`config.mk`:
```
export PLATFORM = sky130hd
export DESIGN_NAME = eth_frame_sched
export DESIGN_NICKNAME = d
export VERILOG_FILES = /design/src/rtl/eth_frame_sched.sv
export SDC_FILE = /design/constraint.sdc
export NUM_CORES = 1
export LEC_CHECK = 0
export CELL_PAD_IN_SITES_DETAIL_PLACEMENT = 0
export CELL_PAD_IN_SITES_GLOBAL_PLACEMENT = 1
export CORE_ASPECT_RATIO = 1.4
export CORE_UTILIZATION = 30
export DETAILED_ROUTE_END_ITERATION = 12
export DONT_BUFFER_PORTS = 1
export GPL_ROUTABILITY_DRIVEN = 1
export PLACE_DENSITY = 0.57
export SLEW_MARGIN = 10
export SYNTH_ARGS = -nofsm -noshare
export SYNTH_HDL_FRONTEND = slang
export SYNTH_SLANG_ARGS = --single-unit
```
`constraint.sdc`:
```
create_clock -name i_clk -period 2.8 [get_ports i_clk]
set_input_delay 0.42 -clock i_clk [delete_from_list [all_inputs] [get_ports i_clk]]
set_output_delay 0.42 -clock i_clk [all_outputs]
set_load 0.005 [all_outputs]
```
`src/rtl/eth_frame_sched.sv`:
```
// -----------------------------------------------------------------------------
// eth_frame_sched
//   Acquisition-to-Ethernet frame scheduler. Sits directly upstream of
//   eth_session and is the only writer of its byte-write port. On a hardware
//   trigger edge or a software trigger command it emits one frame:
//     header byte, sequence byte, cur_len ADC samples [, checksum trailer]
//   The FIFO full flag is honoured. Header, sequence and trailer bytes stall
//   while full. Samples that arrive while full are dropped and flagged in the
//   sticky o_overrun.
//
//   Optional feature macro: TRAILER_EN
//     When defined, an 8-bit modulo sum of the written samples follows the
//     last sample. When undefined, a frame is 2 + cur_len bytes.
// -----------------------------------------------------------------------------
module eth_frame_sched #(
  parameter int unsigned          DATA_W   = 8,
  parameter int unsigned          LEN_W    = 13,
  parameter int unsigned          DEF_LEN  = 10,
  parameter logic [DATA_W-1:0]    HDR_BYTE = 8'hA5
) (
  input  logic              i_clk,
  input  logic              i_rst_n,
  input  logic              i_trig,
  input  logic [DATA_W-1:0] i_adc_data,
  input  logic              i_adc_valid,
  input  logic              i_cmd_come,
  input  logic [7:0]        i_cmd,
  input  logic [15:0]       i_param,
  input  logic              i_full,
  output logic [DATA_W-1:0] o_data,
  output logic              o_wr,
  output logic              o_busy,
  output logic [15:0]       o_frame_cnt,
  output logic              o_overrun
);

  // Command codes decoded by eth_session
  localparam logic [7:0] CMD_SET_LEN = 8'h01;
  localparam logic [7:0] CMD_SW_TRIG = 8'h02;
  localparam logic [7:0] CMD_CLR_OVR = 8'h03;

  localparam logic [LEN_W-1:0] LEN_ONE = LEN_W'(1);
  localparam logic [LEN_W-1:0] LEN_RST = LEN_W'(DEF_LEN);

  typedef enum logic [2:0] {
    IDLE,
    HDR,
    SEQ,
    DATA,
`ifdef TRAILER_EN
    TRL,
`endif
    DONE
  } state_t;

  state_t            state;
  logic              trig_q;
  logic [LEN_W-1:0]  len_reg;
  logic [LEN_W-1:0]  cur_len;
  logic [LEN_W-1:0]  sample_cnt;
`ifdef TRAILER_EN
  logic [DATA_W-1:0] sum;
`endif

  logic              sw_trig;
  logic              start;
  logic [LEN_W-1:0]  len_cmd_val;
  logic              len_cmd_ok;
  logic              ovr_clr;
  logic              last_sample;

  // Parameter bits above the length field carry no meaning for this block
  logic              unused_param_hi;
  assign unused_param_hi = ^i_param[15:LEN_W];

  // Command decode: each strobe carries exactly one command
  assign sw_trig     = i_cmd_come && (i_cmd == CMD_SW_TRIG);
  assign len_cmd_val = i_param[LEN_W-1:0];
  assign len_cmd_ok  = i_cmd_come && (i_cmd == CMD_SET_LEN) && (len_cmd_val != '0);
  assign ovr_clr     = i_cmd_come && (i_cmd == CMD_CLR_OVR);

  // Rising edge of the level trigger, or the software one-shot
  assign start       = (i_trig & ~trig_q) | sw_trig;

  // The sample being accepted this cycle is the final one of the frame
  assign last_sample = (sample_cnt == (cur_len - LEN_ONE));

  // Trigger history; resets high so a trigger held through reset never fires
  // NOTE: every sequential assignment uses <= so all registers update from
  // the same pre-edge values regardless of statement order.
  always_ff @(posedge i_clk or negedge i_rst_n) begin
    if (!i_rst_n) begin
      trig_q <= 1'b1;
    end else begin
      trig_q <= i_trig;
    end
  end

  // Programmable frame length; zero is rejected so cur_len never underflows
  always_ff @(posedge i_clk or negedge i_rst_n) begin
    if (!i_rst_n) begin
      len_reg <= LEN_RST;
    end else if (len_cmd_ok) begin
      len_reg <= len_cmd_val;
    end
  end

  // Frame sequencer with registered byte-write outputs and status
  always_ff @(posedge i_clk or negedge i_rst_n) begin
    if (!i_rst_n) begin
      state       <= IDLE;
      o_data      <= '0;
      o_wr        <= 1'b0;
      o_busy      <= 1'b0;
      o_frame_cnt <= '0;
      o_overrun   <= 1'b0;
      cur_len     <= LEN_RST;
      sample_cnt  <= '0;
`ifdef TRAILER_EN
      sum         <= '0;
`endif
    end else begin
      // Write strobe is a single-cycle pulse unless a state re-asserts it
      o_wr <= 1'b0;

      // Clear is placed first so an overrun set later in this block wins
      if (ovr_clr) begin
        o_overrun <= 1'b0;
      end

      case (state)
        IDLE: begin
          if (start) begin
            cur_len    <= len_reg;
            sample_cnt <= '0;
`ifdef TRAILER_EN
            sum        <= '0;
`endif
            o_busy     <= 1'b1;
            state      <= HDR;
          end
        end

        HDR: begin
          if (!i_full) begin
            o_wr   <= 1'b1;
            o_data <= HDR_BYTE;
            state  <= SEQ;
          end
        end

        SEQ: begin
          if (!i_full) begin
            o_wr   <= 1'b1;
            o_data <= o_frame_cnt[DATA_W-1:0];
            state  <= DATA;
          end
        end

        DATA: begin
          if (i_adc_valid) begin
            if (!i_full) begin
              o_wr   <= 1'b1;
              o_data <= i_adc_data;
`ifdef TRAILER_EN
              sum    <= sum + i_adc_data;
`endif
            end else begin
              o_overrun <= 1'b1;
            end
            // A dropped sample still consumes a slot of the frame
            sample_cnt <= sample_cnt + LEN_ONE;
            if (last_sample) begin
`ifdef TRAILER_EN
              state <= TRL;
`else
              state <= DONE;
`endif
            end
          end
        end

`ifdef TRAILER_EN
        TRL: begin
          if (!i_full) begin
            o_wr   <= 1'b1;
            o_data <= sum;
            state  <= DONE;
          end
        end
`endif

        DONE: begin
          o_frame_cnt <= o_frame_cnt + 16'd1;
          o_busy      <= 1'b0;
          state       <= IDLE;
        end

        default: begin
          o_busy <= 1'b0;
          state  <= IDLE;
        end
      endcase
    end
  end

endmodule

```
# ---- After elaboration in Yosys (flattened, before gate mapping)
# Cells that the tools add are included.
dict set report op_classes {
  n_addsub 3
  n_eq_ne 14
  n_mux 23
  bitwise_logic 4
  reduce_logical 15
}
# operator count
set ops {}
lappend ops {{$mux 8} 4}
lappend ops {{$mux 13} 2}
lappend ops {{$pmux 13 s2} 1}
lappend ops {{$pmux 8 s3} 1}
lappend ops {{$add 16x1->16 const B} 1}
lappend ops {{$eq 8x2->1 const B} 2}
lappend ops {{$mux 3} 5}
lappend ops {{$add 13x1->13 const B} 1}
lappend ops {{$eq 13x13->1} 1}
lappend ops {{$reduce_bool 13->1} 1}
lappend ops {{$sub 13x1->13 const B} 1}
lappend ops {{$ne 2x2->1 const B} 6}
lappend ops {{$pmux 3 s4} 1}
lappend ops {{$reduce_and 5->1} 2}
lappend ops {{$eq 8x1->1 const B} 1}
lappend ops {{$mux 1} 7}
lappend ops {{$eq 3x2->1 const B} 2}
lappend ops {{$logic_and 1x1->1} 4}
lappend ops {{$pmux 1 s2} 2}
lappend ops {{$reduce_and 2->1} 2}
lappend ops {{$eq 3x1->1 const B} 1}
lappend ops {{$eq 3x3->1 const B} 1}
lappend ops {{$logic_not 3->1} 1}
lappend ops {{$reduce_and 3->1} 1}
lappend ops {{other kinds (7)} 8}
dict set report totals {
  register_bits 70
  out_inout_bits 27
}

# ---- Longest topological paths before layout
# Gate-level depths: netlist of run 1.
dict set report logic_depth {
  word_depth 6
  mapped_depth 8
  depth_no_buf 7
}

# ---- Least setup slack after synthesis of run 1
# Ideal clock, no wire load.
dict set report synth_path {
  path_kind {input to register}
  from {input port i_cmd[4]}
  to {register sample_cnt[11]}
  setup_ns 0.078
  arrival_ns 2.291
  required_ns 2.722
  slack_ns 0.431
  cell_stages 6
  cell_sequence {or4b_4 o41ai_4 o211ai_2 buf_6 or4_1 a21oi_1}
}
dict set report synth_via {
  elab_chain_cells 5
}
# item line_no
set synth_lines {}
lappend synth_lines {{start: declaration} 27} ;# input logic [7:0] i_cmd,
lappend synth_lines {{$eq 8x2->1} 77} ;# assign sw_trig = i_cmd_come && (i_cmd == CMD_SW_TRIG);
lappend synth_lines {{$logic_and 1x1->1} 77}
lappend synth_lines {{$or 1x1->1} 83} ;# assign start = (i_trig & ~trig_q) | sw_trig;
lappend synth_lines {{$ne 2x2->1 (no line)} -}
lappend synth_lines {{$reduce_and 3->1 (no line)} -}
lappend synth_lines {{end signal: assignment} 172} ;# sample_cnt <= sample_cnt + LEN_ONE;
lappend synth_lines {{end: declaration} 60} ;# logic [LEN_W-1:0] sample_cnt;
# No other way between the ends.
# A chain may end at the register's enable or synchronous reset.

# ---- Final worst setup path of run 1
dict set report layout_path {
  from {register cur_len[0]}
  to {register state[2]}
}
dict set report layout_via {
  elab_chain_cells 4
}
# item line_no
set layout_lines {}
lappend layout_lines {{start: declaration} 59} ;# logic [LEN_W-1:0] cur_len;
lappend layout_lines {{start signal: assignment} 134} ;# cur_len <= len_reg;
lappend layout_lines {{$sub 13x1->13} 86} ;# assign last_sample = (sample_cnt == (cur_len - LEN_ONE));
lappend layout_lines {{$eq 13x13->1} 86}
lappend layout_lines {{$ne 2x2->1 (no line)} -}
lappend layout_lines {{$reduce_and 5->1 (no line)} -}
lappend layout_lines {{end signal: assignment} 111} ;# state <= IDLE;
lappend layout_lines {{end signal: assignment} 140} ;# state <= HDR;
lappend layout_lines {{end signal: assignment} 148} ;# state <= SEQ;
lappend layout_lines {{end: declaration} 56} ;# state_t state;
# No other way between the ends.

==> metrics.txt, run 1 <==
Required @ worst endpoint=just over 3 ns; Yosys top cell by area=dfrtp_1; status=completed; fraction of registers with async set/reset=1.00; maxcap violations=0; Tot GR Track Use=0.144; Final Skew=0.00746 ns; WP data arrival=2.50 ns; root buffer cell=clkbuf_16; Final Hold Viols=0; final total power=~2.9 mW; share of cells above drive strength 1=0.159; Synth-to-Final Area Change=16.5%; post-layout min period=~2.3 ns; WS Path Type=flip-flop to flip-flop; fin util=0.359; Worst Path Max Fanout=8; vias post-DR=roughly 2500; Placeable Area=between 10000 and 15000 um2; clock slew at reported path FFs=0.06 ns; worst hold path class=primary input to flip-flop; max FFs per register=16; clock latency on the worst-skew pair=between 0.3 and 0.4 ns; slowest CP cell=nor2b_1; yosys warns=0; Leakage=between 1.5 and 2 nW; CTS Sinks=70; Largest delay share family, worst path=simple AND/OR/NAND/NOR gates; hpwl dp=around 5800 um; Synth Instances=around 330; DRC violations left=0; Hold Slack=~0.081 ns; Starting Density=0.308; crit share post-route=0.811; Tightest Pin Transition=about 1.1 ns; Most flops, register=o_frame_cnt; Die Span Y=130 um; die width=93.2 um; CP Cell Sequence=inv_1, ha_1, nor2b_1, a21oi_1, and3b_1, or4b_1, nor4_1; DRT iter0 DRCs=61; Worst slew margin=0.233; crit path buf inv count=1; Primary FF master, synth=dfrtp_1; #FFs+latches synth=70; Synth Cell Area=3500 um2; H-tree levels=3; Congestion Overflow GR=0; Net count, final=about 380; routed length per instance=16.2 um; Crit. End Element=flip-flop; CTS tree=yes; Startpoint Class=flip-flop; area of the die=about 12000 um2; synth top area cells=dfrtp_1 (47%), mux2_2 (6.4%), xnor2_1 (5.3%); vias in the first global route=between 2000 and 3000; Setup Buffers After CTS=0; initial antenna violation count=0; DRT Wirelength=a little under 8000 um; fmax=~440 MHz; Yosys top cell area share=0.465; first-pass GRT wire length=13100 um; Power Dens Cells=705 nW/um2; first-pass iteration count of the detailed router=4; post-synth cell types=55; Vias/cell=around 5; max-slew violation count=0; Buffers on Ports=0; Ant. Diodes=0; Max clock buf depth=2; EDFF count, synth=0; total I/O pin count=65; GPL Wtd Cong=around 0.79; Post-Syn Area per Cell=10.7 um2; register area share after synthesis=0.503; Reg2Reg Setup Slack=0.53 ns; post-route ant nets=0; delay of the slowest critical-path stage=0.45 ns; Setup Total Neg Slack=0 ns; cts bufs inserted=9; Mapped Nets=approximately 370; commonest cells in the netlist=dfrtp_1 (65), nand2_1 (31), xnor2_1 (21), mux2_2 (20), o21ai_0 (20); Place WS=between 0.2 and 0.25 ns; Core Rows=46; largest net degree at the start of global routing=71; most frequent cell after synthesis=dfrtp_1; RSZ-0062 raised after global routing=false; Setup-failing EPs final=0; Final WS setup=around 0.53 ns; maximum vdd drop=0.397 mV
## final timing paths
| kind | start | end | cells after the start |
|---|---|---|---|
| max reg2reg | cur_len[0]$_DFFE_PN0P_ | state[2]$_DFFE_PN0P_ | 7 |
| max in group asynchronous | i_rst_n | cur_len[3]$_DFFE_PN1P_ | 2 |
| max | cur_len[0]$_DFFE_PN0P_ | state[2]$_DFFE_PN0P_ | 7 |
| min | i_trig | trig_q$_DFF_PN1_ | 0 |
| min in group asynchronous | i_rst_n | len_reg[10]$_DFFE_PN0P_ | 2 |
| min reg2reg | len_reg[1]$_DFFE_PN1P_ | cur_len[1]$_DFFE_PN1P_ | 2 |
## final cells by class
cell class | count | area (um2)
fillers | 1137 | 7270
flip-flops and latches | 70 | 1760
multi-input cells | 237 | 1660
clock buffers | 11 | 243
well taps | 144 | 180
clock inverters | 5 | 106
repair buffers | 7 | 87.6
inverters | 10 | 37.5
## power breakdown
group	internal, mW	switching (mW)
Combinational	0.174	0.175
Clock	0.896	0.425
Sequential	1.09	0.111
Total	2.16	0.711
## placed cells by master, fill, tap and decap left out, drive strengths merged, types with 2 or more instances in the layout
| cell type | Yosys | layout |
|---|---|---|
| inv | 10 | 10 |
| nor3b | 2 | 2 |
| ha | 3 | 3 |
| dfstp | 5 | 5 |
| nor3 | 4 | 4 |
| xnor2 | 21 | 21 |
| or4b | 2 | 2 |
| nand2b | 2 | 2 |
| o211ai | 4 | 4 |
| clkbuf | 7 | 11 |
| buf | 2 | 6 |
| a22oi | 4 | 4 |
| o2111ai | 3 | 3 |
| nor4 | 5 | 5 |
| or3 | 8 | 8 |
| o31ai | 4 | 4 |
| o21ai | 22 | 22 |
| or4 | 4 | 4 |
| nand4 | 8 | 8 |
| and3 | 5 | 5 |
| xor2 | 11 | 11 |
| nor2 | 14 | 14 |
| nand2 | 31 | 31 |
| dfrtp | 65 | 65 |
| o22ai | 4 | 4 |
| mux2 | 23 | 23 |
| a21oi | 12 | 12 |
| bufinv | 0 | 3 |
| nand3 | 15 | 15 |
| a311oi | 2 | 2 |
| nor2b | 6 | 6 |
## routing by layer
| metal | global-route usage | routed length [um] | part of all wire | up-vias |
|---|---|---|---|---|
| li1 | - | - | - | 1201 |
| met5 | 0 | 0 | 0 | - |
| met1 | 0.166 | 3230 | 0.41 | 1196 |
| met2 | 0.245 | 4150 | 0.53 | 50 |
| met3 | 0.0478 | 358 | 0.046 | 10 |
| met4 | 0.0597 | 131 | 0.017 | 0 |
## stage by stage
stage	instance area, um2	cells
4_1_cts	4070	484
3_5_place_dp	3690	466
6_report	4070	484
5_1_grt	4070	484
3_3_place_gp	3690	466
2_1_floorplan	3500	326
## worst reg2reg max path, delay by kind of cell (launching register included)
kind                       cells  cell delay [ns]
DFF                            1             0.41
buffers and inverters          1             0.10
adders and majority gates      1             0.18
and+or+nand+nor                4             1.36
AOI/OAI and AO/OA              1             0.13
## kinds of logic after synthesis
group | synth area share
AOI/OAI and AO/OA | 0.131
muxes | 0.0770
xor gates and xnor gates | 0.0866
buffers and inverters | 0.0229
DFF | 0.503
and+or+nand+nor | 0.169
adders and majority gates | 0.0107
## repair_timing
action                                 4_1_cts  5_1_grt
hold buffers                                 2        0
gates resized for setup                      0        0
endpoints found under the hold margin       70        0
(Power assumes the default switching activity.)
==> run 2: changes to the inputs <==
Settings changed: PLACE_DENSITY 0.57 to 0.58.
Clock period 2.8 ns to 1.9 ns, I/O delays scaled along.
==> metrics.txt, run 2 (synthesis results as in run 1) <==
WP data arrival=2.31 ns (-0.19 ns); placed insts=494 (+6.0%); CTS tree=yes; fin util=0.386 (+0.0267); vias in the first global route=2756 (+5.1%); crit share post-route=1.09 (+0.275); Core Rows=46 (unchanged); die width=93.2 um (unchanged); total I/O pin count=65 (unchanged); Net count, final=412 (+9.6%); Largest delay share family, worst path=simple AND/OR/NAND/NOR gates; Leakage=1.96 nW (+10%); fmax=485 MHz (+10%); violated checks=hold timing, setup timing; Required @ worst endpoint=2.14 ns (-0.89 ns); CP Cell Sequence=inv_2, ha_4, xnor2_2, a311oi_2, and3b_2, or4b_4, nor4_4; area of the multi-input gates=1770 um2 (+6.9%); clock slew at reported path FFs=0.05 ns (about the same); reg-to-reg endpoint=state[2]$_DFFE_PN0P_; Crit. Startpoint=cur_len[1]$_DFFE_PN1P_; count of hold-fix buffers inserted at cts=1 (-1); max-slew violation count=0 (unchanged); Reg2Reg Setup Slack=-0.16 ns (-0.69 ns); Setup-failing EPs final=3 (+3); share of cells above drive strength 1=0.280 (+0.121); DRT iter0 DRCs=86 (+41%); post-layout min period=2.06 ns (-0.208 ns); Tightest Pin Transition=0.464 ns (-0.684 ns); routed length per instance=16.4 um (+1.3%); Vias/cell=5.06 (-0.41%); FF/Latch Area=1760 um2 (about the same); slowest CP cell=dfstp_2; Power Dens Cells=918 nW/um2 (+30%); Synth-to-Final Area Change=25.2%; delay of the slowest critical-path stage=0.54 ns (+0.09 ns); Worst path depth=7 (unchanged); Congestion Overflow GR=0 (unchanged); final total power=4.02 mW (+40%); Final Skew=0.00610 ns (-0.00136 ns); Tot GR Track Use=0.155 (+0.0113); Placeable Area=11300 um2 (unchanged); Starting Density=0.308 (unchanged); hpwl dp=6220 um (+7.6%); status=finished with violations; fin area=4380 um2 (+7.4%); RSZ-0062 raised after global routing=true; initial antenna violation count=1 (+1); Buffers on Ports=0 (unchanged); final cell count without fillers=520 (+7.4%); reg2reg start=cur_len[1]$_DFFE_PN1P_; area of the die=12100 um2 (unchanged); DRT Wirelength=8550 um (+8.8%); Place WS=-0.395 ns (-0.602 ns); Layout fillers=1123 (-1.2%); Setup Total Neg Slack=-0.333 ns (-0.333 ns); post-route ant nets=0 (unchanged); DRC violations left=0 (unchanged); Worst Path Max Fanout=2 (-6); Startpoint Class=flip-flop; H-tree levels=3 (unchanged); root buffer cell=clkbuf_16; most frequent cells in the layout=dfrtp_1 (64), buf_4 (37), nand2_1 (31); maximum vdd drop=0.509 mV (+28%); clock latency on the worst-skew pair=0.34 ns (about the same); Most flops, register=o_frame_cnt; Max clock buf depth=2 (unchanged); first-pass GRT wire length=14100 um (+7.5%); GPL Wtd Cong=0.719 (-9.6%); crit path buf inv count=1 (unchanged); max FFs per register=16 (unchanged); vias post-DR=2629 (+7.0%); cts bufs inserted=9 (unchanged); commonest non-fill, non-tap cell in the layout=dfrtp_1; Die Span Y=130 um (unchanged); CTS Sinks=70 (unchanged); WS Path Type=flip-flop to flip-flop; Final WS setup=-0.164 ns (-0.692 ns); first-pass iteration count of the detailed router=4 (unchanged); worst hold path class=primary input to async pin; Crit. End Element=flip-flop; CP endpoint=state[2]$_DFFE_PN0P_; post-placement cell area=3920 um2 (+6.3%); largest net degree at the start of global routing=71 (unchanged); Final Hold Viols=70 (+70); maxcap violations=0 (unchanged); R2R cell count=7 (unchanged); Hold Slack=-0.360 ns (-0.441 ns); Worst slew margin=0.688 (+0.455)
==> run 2: cell types whose count changed in the layout (fill, tap and decap cells not counted), sizes merged <==
cell	previous run	this run
diode	0	1
bufinv	3	0
buf	6	42
clkinvlp	1	0
clkbuf	11	14
==> run 2: report_power, final <==
group | switching [mW] | internal [mW] | total [mW]
clock network | 0.589 | 0.946 | 1.53
registers | 0.128 | 1.61 | 1.74
logic | 0.339 | 0.402 | 0.742
==> run 2: worst min path at each step <==
stage / slack [ns] / depth (start not counted) / to / from
finish: -0.36 / 0 / o_frame_cnt[0]$_DFFE_PN0N_ / i_rst_n
global placement: -0.009 / 0 / o_frame_cnt[0]$_DFFE_PN0N_ / i_rst_n
CTS: -0.37 / 0 / sample_cnt[0]$_DFFE_PN0P_ / i_rst_n
floorplan: -0.01 / 0 / cur_len[0]$_DFFE_PN0P_ / i_rst_n
detailed placement: -0.009 / 0 / o_frame_cnt[2]$_DFFE_PN0N_ / i_rst_n
global route: -0.38 / 0 / sample_cnt[1]$_DFFE_PN0P_ / i_rst_n
==> run 2: worst register-to-register path, delay by kind of cell, from the launching register on <==
kind | cells | cell delay (ns)
compound gates | 1 | 0.19
xor+xnor | 1 | 0.13
fa+ha+maj | 1 | 0.22
buf+inv | 1 | 0.05
flops | 1 | 0.54
simple gates | 3 | 0.84
==> run 2: area by class of cell <==
cell class / count / share of cell area
tap: 144 / 0.0412
multi-input combinational: 237 / 0.405
timing repair buffer: 43 / 0.0806
antenna: 1 / 0.000572
clock inverter: 1 / 0.00114
sequential: 70 / 0.402
inverter: 10 / 0.00858
clock buffer: 14 / 0.0603
==> run 2: layer usage <==
metal  part of all wire  GRT usage  vias up
met2               0.55      0.275       47
met5                  0          0        -
met3              0.052     0.0536       14
met4              0.019     0.0670        0
li1                   -          -     1278
met1               0.38      0.167     1290
==> run 2: what timing repair did <==
item,in CTS,in global routing
setup endpoints to repair,6,26
endpoints found under the hold margin,71,70
resized for setup,8,18
buffers inserted,8,5
pin swaps,10,9
